===== config.mk =====
export PLATFORM = sky130hd
export DESIGN_NAME = uart_tx_framer
export DESIGN_NICKNAME = d
export VERILOG_FILES = /design/src/rtl/uart_pkg.sv /design/src/rtl/irda_encoder.sv /design/src/rtl/uart_tx_framer.sv
export SDC_FILE = /design/constraint.sdc
export NUM_CORES = 1
export LEC_CHECK = 0
export BUFFER_PORTS_ARGS = -buffer_cell sky130_fd_sc_hd__buf_2
export CAP_MARGIN = 20
export CORE_MARGIN = 1.5
export CORE_UTILIZATION = 58
export DETAILED_ROUTE_END_ITERATION = 16
export HOLD_SLACK_MARGIN = 0.1
export PLACE_DENSITY = 0.78
export REMOVE_ABC_BUFFERS = 1
export SYNTH_ARGS = -nofsm -noshare
export SYNTH_HDL_FRONTEND = slang
export SYNTH_SLANG_ARGS = --single-unit

===== constraint.sdc =====
create_clock -name clock -period 2.9 [get_ports clock]
set_clock_uncertainty 0.15 [all_clocks]
set_input_delay 0.29 -clock clock [delete_from_list [all_inputs] [get_ports clock]]
set_output_delay 0.29 -clock clock [all_outputs]
set_load 0.02 [all_outputs]

===== src/rtl/uart_pkg.sv =====
// uart_pkg
//   Shared definitions for the UART transmit path and the IrDA encoder.
//   Holds the one-hot framer state encoding, the parity mode codes, the
//   oversampling ratio, the IrDA pulse width in sub-bit ticks, and the
//   parity helper used when a byte is accepted.
package uart_pkg;

  // One-hot state encoding for the transmit framer
  typedef enum logic [4:0] {
    ST_IDLE   = 5'b00001,
    ST_START  = 5'b00010,
    ST_DATA   = 5'b00100,
    ST_PARITY = 5'b01000,
    ST_STOP   = 5'b10000
  } state_e;

  // Parity mode codes for the PARITY parameter
  localparam int PAR_NONE = 0;
  localparam int PAR_EVEN = 1;
  localparam int PAR_ODD  = 2;

  // tick16 pulses per line bit, and IrDA SIR pulse width (3/16 of a bit)
  localparam int SUB_TICKS        = 16;
  localparam int IRDA_PULSE_TICKS = 3;

  // Turns the XOR of the data bits into the transmitted parity bit.
  // Even parity sends the XOR itself; odd parity sends its inverse.
  function automatic logic parity_bit(input logic data_xor, input int mode);
    return (mode == PAR_ODD) ? ~data_xor : data_xor;
  endfunction

endpackage


===== src/rtl/irda_encoder.sv =====
// irda_encoder
//   Registered IrDA SIR encoder: emits a high pulse during the first
//   IRDA_PULSE_TICKS sub-bit slots of every zero bit while enabled.
//   Inputs are the *next* values of the line bit and sub-bit counter so the
//   registered output lines up with a registered UART line.
// Ports:
//   clock    in   system clock
//   reset    in   synchronous active-high reset
//   enable   in   encoder active (IrDA selected and a frame in flight)
//   bit_val  in   UART line value for the coming cycle
//   sub_cnt  in   16x sub-bit position for the coming cycle (4 bits)
//   irda_tx  out  registered IrDA SIR line, idles low
module irda_encoder
  import uart_pkg::*;
(
  input  logic       clock,
  input  logic       reset,
  input  logic       enable,
  input  logic       bit_val,
  input  logic [3:0] sub_cnt,
  output logic       irda_tx
);

  logic irda_d;
  logic irda_q;

  // A pulse only for zero bits, and only in the leading 3/16 of the bit
  always_comb begin
    irda_d = enable && !bit_val && (sub_cnt < 4'(IRDA_PULSE_TICKS));
  end

  always_ff @(posedge clock) begin
    if (reset) begin
      irda_q <= 1'b0;
    end else begin
      irda_q <= irda_d;
    end
  end

  assign irda_tx = irda_q;

endmodule


===== src/rtl/uart_tx_framer.sv =====
// uart_tx_framer
//   Parametrised UART transmit framer: start bit, DATA_BITS data bits sent
//   LSB first, optional parity, 1 or 2 stop bits. Each bit lasts 16 tick16
//   pulses. Also drives an IrDA SIR line through irda_encoder.
// Parameters:
//   DATA_BITS  5..9 data bits per frame
//   PARITY     0 none, 1 even, 2 odd
//   STOP_BITS  1 or 2
// Ports:
//   clock    in   system clock
//   reset    in   synchronous active-high reset
//   send     in   transmit request (pulse or level), honoured only in IDLE
//   data     in   frame payload, sampled on an accepted send
//   tick16   in   one-cycle enable at 16x baud
//   irda_en  in   IrDA output enable, sampled on an accepted send
//   tx       out  UART line, idles high
//   irda_tx  out  IrDA SIR line, idles low
//   tx_idle  out  high while the framer is idle
//   done     out  one-cycle pulse as the last stop bit completes
module uart_tx_framer
  import uart_pkg::*;
#(
  parameter int DATA_BITS = 8,
  parameter int PARITY    = 0,
  parameter int STOP_BITS = 1
) (
  input  logic                 clock,
  input  logic                 reset,
  input  logic                 send,
  input  logic [DATA_BITS-1:0] data,
  input  logic                 tick16,
  input  logic                 irda_en,
  output logic                 tx,
  output logic                 irda_tx,
  output logic                 tx_idle,
  output logic                 done
);

  if (DATA_BITS < 5 || DATA_BITS > 9 ||
      (PARITY != PAR_NONE && PARITY != PAR_EVEN && PARITY != PAR_ODD) ||
      (STOP_BITS != 1 && STOP_BITS != 2)) begin : g_bad_params
    $error("uart_tx_framer: illegal DATA_BITS/PARITY/STOP_BITS");
  end

  localparam logic [3:0] SUB_LAST  = 4'(SUB_TICKS - 1);
  localparam logic [3:0] DATA_LAST = 4'(DATA_BITS - 1);
  localparam logic [3:0] STOP_LAST = 4'(STOP_BITS - 1);

  state_e               state_q, state_d;
  logic [3:0]           sub_q, sub_d;
  logic [3:0]           bit_cnt_q, bit_cnt_d;
  logic [DATA_BITS-1:0] shreg_q, shreg_d;
  logic                 par_q, par_d;
  logic                 irda_en_q, irda_en_d;
  logic                 tx_q, tx_d;
  logic                 tx_idle_q, tx_idle_d;
  logic                 done_q, done_d;
  logic                 bit_end;

  // The 16th tick of a bit; sub_cnt wraps 15 -> 0 on this same tick
  assign bit_end = tick16 && (sub_q == SUB_LAST);

  // Next-state logic. bit_cnt counts data bits in DATA and is reused as
  // the stop-bit counter in STOP. The accept cycle clears sub_cnt even if
  // tick16 is high, so the start bit always gets a full 16 ticks.
  always_comb begin
    state_d   = state_q;
    sub_d     = sub_q;
    bit_cnt_d = bit_cnt_q;
    shreg_d   = shreg_q;
    par_d     = par_q;
    irda_en_d = irda_en_q;
    done_d    = 1'b0;

    if (state_q != ST_IDLE && tick16) begin
      sub_d = sub_q + 4'd1;
    end

    unique case (state_q)
      ST_IDLE: begin
        if (send) begin
          shreg_d   = data;
          par_d     = parity_bit(^data, PARITY);
          irda_en_d = irda_en;
          sub_d     = '0;
          bit_cnt_d = '0;
          state_d   = ST_START;
        end
      end
      ST_START: begin
        if (bit_end) begin
          state_d = ST_DATA;
        end
      end
      ST_DATA: begin
        if (bit_end) begin
          shreg_d = shreg_q >> 1;
          if (bit_cnt_q == DATA_LAST) begin
            bit_cnt_d = '0;
            state_d   = (PARITY != PAR_NONE) ? ST_PARITY : ST_STOP;
          end else begin
            bit_cnt_d = bit_cnt_q + 4'd1;
          end
        end
      end
      ST_PARITY: begin
        if (bit_end) begin
          state_d = ST_STOP;
        end
      end
      ST_STOP: begin
        if (bit_end) begin
          if (bit_cnt_q == STOP_LAST) begin
            bit_cnt_d = '0;
            done_d    = 1'b1;
            state_d   = ST_IDLE;
          end else begin
            bit_cnt_d = bit_cnt_q + 4'd1;
          end
        end
      end
      default: begin
        state_d = ST_IDLE;
      end
    endcase
  end

  // Line value is decoded from the next state so the registered tx
  // changes on the same edge as the state it represents.
  always_comb begin
    tx_d = 1'b1;
    case (state_d)
      ST_START:  tx_d = 1'b0;
      ST_DATA:   tx_d = shreg_d[0];
      ST_PARITY: tx_d = par_d;
      default:   tx_d = 1'b1;
    endcase
    tx_idle_d = (state_d == ST_IDLE);
  end

  // State and registered outputs
  always_ff @(posedge clock) begin
    if (reset) begin
      state_q   <= ST_IDLE;
      sub_q     <= '0;
      bit_cnt_q <= '0;
      shreg_q   <= '0;
      par_q     <= 1'b0;
      irda_en_q <= 1'b0;
      tx_q      <= 1'b1;
      tx_idle_q <= 1'b1;
      done_q    <= 1'b0;
    end else begin
      state_q   <= state_d;
      sub_q     <= sub_d;
      bit_cnt_q <= bit_cnt_d;
      shreg_q   <= shreg_d;
      par_q     <= par_d;
      irda_en_q <= irda_en_d;
      tx_q      <= tx_d;
      tx_idle_q <= tx_idle_d;
      done_q    <= done_d;
    end
  end

  // Fed with next-state values so irda_tx lines up with tx
  irda_encoder u_irda (
    .clock   (clock),
    .reset   (reset),
    .enable  (irda_en_d && (state_d != ST_IDLE)),
    .bit_val (tx_d),
    .sub_cnt (sub_d),
    .irda_tx (irda_tx)
  );

  assign tx      = tx_q;
  assign tx_idle = tx_idle_q;
  assign done    = done_q;

endmodule


==> impl_metrics.toml <==
[floorplanning]
die_footprint_um2 = 3095
rows = 18
die-height_um = 55.63
floorplan.initialDensity = 0.6313
fp.coreArea_um2 = 2545
design.portCount = 17
horizontal_die_dimension_um = 55.63

[synth]
synthCells = 194
post_synth_xor_area_fraction = 0.04907
synth_seq_area_share = 0.3364
post_synth_fa_ha_maj_area_fraction = 0.02336
ys.flop_type = "dfxtp_1"
synth_top_family_by_area = "simple AND/OR/NAND/NOR gates"
synth_mux_area_frac = 0.01947
count_of_flip_flops_with_a_built_in_enable_after_synthesis = 0
synth_area_per_cell_um2 = 8.281
yosys_warnings = 0
post_synth_instance_area_um2 = 1607
synth_simple_gate_area_frac = 0.2858
yosysUniqueCellTypes = 57
synthesized_flop_and_latch_total = 27
synth_area_in_compound_gates = 0.2321
ys_async_sr_fraction = 0

[critical_path]
worstPathCellList = "or4b_4 > o22ai_2 > a21oi_2 > or4b_1 > a21oi_1"
timing.critical_path.from_type = "flip-flop"
critPathMaxFanout = 12
cpMaxStageDelayCell = "dfxtp_1"
setup.worst_path.class = "reg2reg"
worst-endpoint-required_ns = 3.03
endpoint_kind = "flip-flop"
cp_data_arrival_time_ns = 2.58
max_stage_delay_ns = 0.63

[timing]
finalSetupViolations = 0
report.final.hold_viol_count = 0
fin_setup_tns_ns = 0
clock.fmax_mhz = 407.5
timing.hold.ws_ns = 0.1102
unrepaired_setup_endpoints_after_global_routing = "false"
worst_pin_slew_ns = 0.6811
final-max-slew-violation-count = 0
finalCriticalPeriod_ns = 2.454
period_share = 0.8462
max_slew_margin = 0.5395

[hold_path]
hold_class = "in2reg"

[drt]
wirelength_um = 3399
detailedRoute.firstPassIterationCount = 4
num_vias = 1469
wl_per_cell_um = 14.34
route.detailed.vias_per_inst = 6.198
antenna_violating_nets_post_route = 0
count_of_unresolved_drc_violations_after_routing = 0
dr.first_iter.drc_count = 56

[finish]
multiInputGateArea_um2 = 979.7
seqCellArea_um2 = 540.5
n_fill_cell = 222
final_net_count = 224
share_of_cells_above_drive_strength_1 = 0.1691
insertedDiodeCount = 0
flow.area_growth_from_synthesis_pct = 7.398

[pwr]
power-per-cell-area_nw_per_um2 = 422.3
p_comb_frac = 0.201
switching_power_uw = 220.3
static-leakage-power_nw = 0.6388
pwr-share-clk = 0.238
power.switching_fraction = 0.3024
sequential_share_of_power = 0.561
internal-power_uw = 508.3
irDropWorstVdd_mv = 0.3956

[global_routing]
grt_first_pass_wirelength_um = 6003
largest_net_degree_at_the_start_of_global_routing = 27
grt.overflow.total = 0
vias_in_the_first_global_route = 1436
grt_antenna_before_repair = 0
track_usage = 0.2373

[placement]
hpwl_um = 2468
port_buffers = 16
place_congestion = 0.9562

[clock_tree]
cts_tree = "done"
cts-root-to-sink-buffers = 2
clock-sinks = 27
cts.repair_timing.setup_buffer_count = 0
clock_pin_transition_on_the_worst_setup_and_hold_timing_paths_ns = 0.16
clock-root-buffer = "clkbuf_4"
cts_inserted_buffers = 3
cts-htree-levels = 1
worst_skew_pair.late_latency_ns = 0.33

[status]
outcome = "complete, no violations"

[flow_run]
max_cap_viol_count = 0
==> synth_stat cells, types with 3 or more instances <==
cell,n,area share
a21oi_1,14,0.044
a22oi_1,7,0.033
a31oi_1,3,0.012
buf_2,3,0.0093
clkbuf_1,4,0.0093
dfxtp_1,27,0.34
ha_1,3,0.023
inv_1,8,0.019
nand2_1,16,0.037
nand2b_1,5,0.019
nand3_1,4,0.012
nor2_1,18,0.042
nor2b_1,3,0.012
nor3_1,6,0.019
o21ai_0,10,0.031
or3_1,4,0.016
xnor2_1,7,0.038
==> power groups by stage <==
| stage | logic, mW | clock network [mW] | registers (mW) |
|---|---|---|---|
| 2_1_floorplan | 0.100 | 0 | 0.416 |
| 3_3_place_gp | 0.140 | 0 | 0.415 |
| 3_5_place_dp | 0.144 | 0 | 0.417 |
| 4_1_cts | 0.146 | 0.178 | 0.408 |
| 5_1_grt | 0.164 | 0.189 | 0.412 |
| 6_report | 0.146 | 0.174 | 0.409 |
==> flip-flops by register name (all words and copies together), names as in the netlist <==
name and cells:
state_q 5, tx_idle 1, bit_cnt_q 4, done 1, shreg_q 8, tx 1, irda_en_q 1, sub_q 4
par_q 1, u_irda.irda_tx 1
==> cells by family after synthesis <==
family / after synthesis
buffers and inverters: 18
AND/OR/NAND/NOR: 80
flip-flops: 27
XOR/XNOR: 9
AO/OA/AOI/OAI: 54
multiplexers: 3
adder cells (fa/ha/maj): 3
==> final timing paths <==
check	start	endpoint	slack, ns	cells past startpoint
min reg2reg	shreg_q[4]	shreg_q[4]	0.32	2
max	state_q[2]	bit_cnt_q[3]	0.45	5
min	data[4]	shreg_q[4]	0.11	3
max reg2reg	state_q[2]	bit_cnt_q[3]	0.45	5
==> worst max-delay path, delay by kind of cell (launching register included) <==
family / cells / cell delay [ns]
and+or+nand+nor: 2 / 1.08
DFF: 1 / 0.63
AOI/OAI and AO/OA: 3 / 0.53
==> placed cells by master (no fill, tap or decap), types with 2 or more instances in the layout <==
cell type      instances
and2_1                 2
nand3_1                4
a22oi_1                7
buf_2                 16
nor3_2                 2
clkbuf_4               3
xor2_1                 2
nand4_1                2
inv_1                  8
or3_1                  4
o21a_1                 2
a21oi_1               14
nand2_1               16
dlygate4sd3_1          2
ha_1                   3
o21ai_0               10
mux2i_1                2
a31oi_1                3
nor2_1                18
nand2b_1               5
or4b_4                 2
nor3_1                 6
a31o_2                 2
xnor2_1                7
and3_1                 2
nand3b_1               2
dfxtp_1               27
o211ai_1               2
nor2b_1                3
==> final cells by class <==
| type | count | share of cell area |
|---|---|---|
| sequential | 27 | 0.3133 |
| timing repair buffer | 19 | 0.06236 |
| clock buffer | 3 | 0.01305 |
| tap | 30 | 0.02175 |
| multi-input combinational | 149 | 0.5678 |
| clock inverter | 1 | 0.004351 |
| inverter | 8 | 0.01740 |
==> routing by layer <==
metal | routed length (µm) | up-vias | GRT usage
met5 | 0 | - | 0
met4 | 21 | 0 | 0.09059
met3 | 151 | 2 | 0.02558
met2 | 1634 | 48 | 0.4048
met1 | 1591 | 690 | 0.3075
li1 | - | 729 | -
==> metrics by stage <==
| stage | instance area, µm² | utilization | power [mW] | std cells | setup WS, ns |
|---|---|---|---|---|---|
| after floorplan | 1550 | - | 0.5161 | 184 | 0.6002 |
| after global placement | 1675 | 0.6583 | 0.5554 | 231 | 0.5749 |
| after detailed placement | 1675 | 0.6583 | 0.5607 | 231 | 0.5028 |
| after CTS | 1725 | 0.6780 | 0.7334 | 237 | 0.4690 |
| after global routing | 1725 | 0.6780 | 0.7646 | 237 | 0.2706 |
| final | 1725 | 0.6780 | 0.7286 | 237 | 0.4461 |
==> repair_timing <==
action	CTS	global route
hold endpoints to repair	2	0
hold buffers	2	0
gates resized for setup	0	0
(Power assumes the default switching activity.)
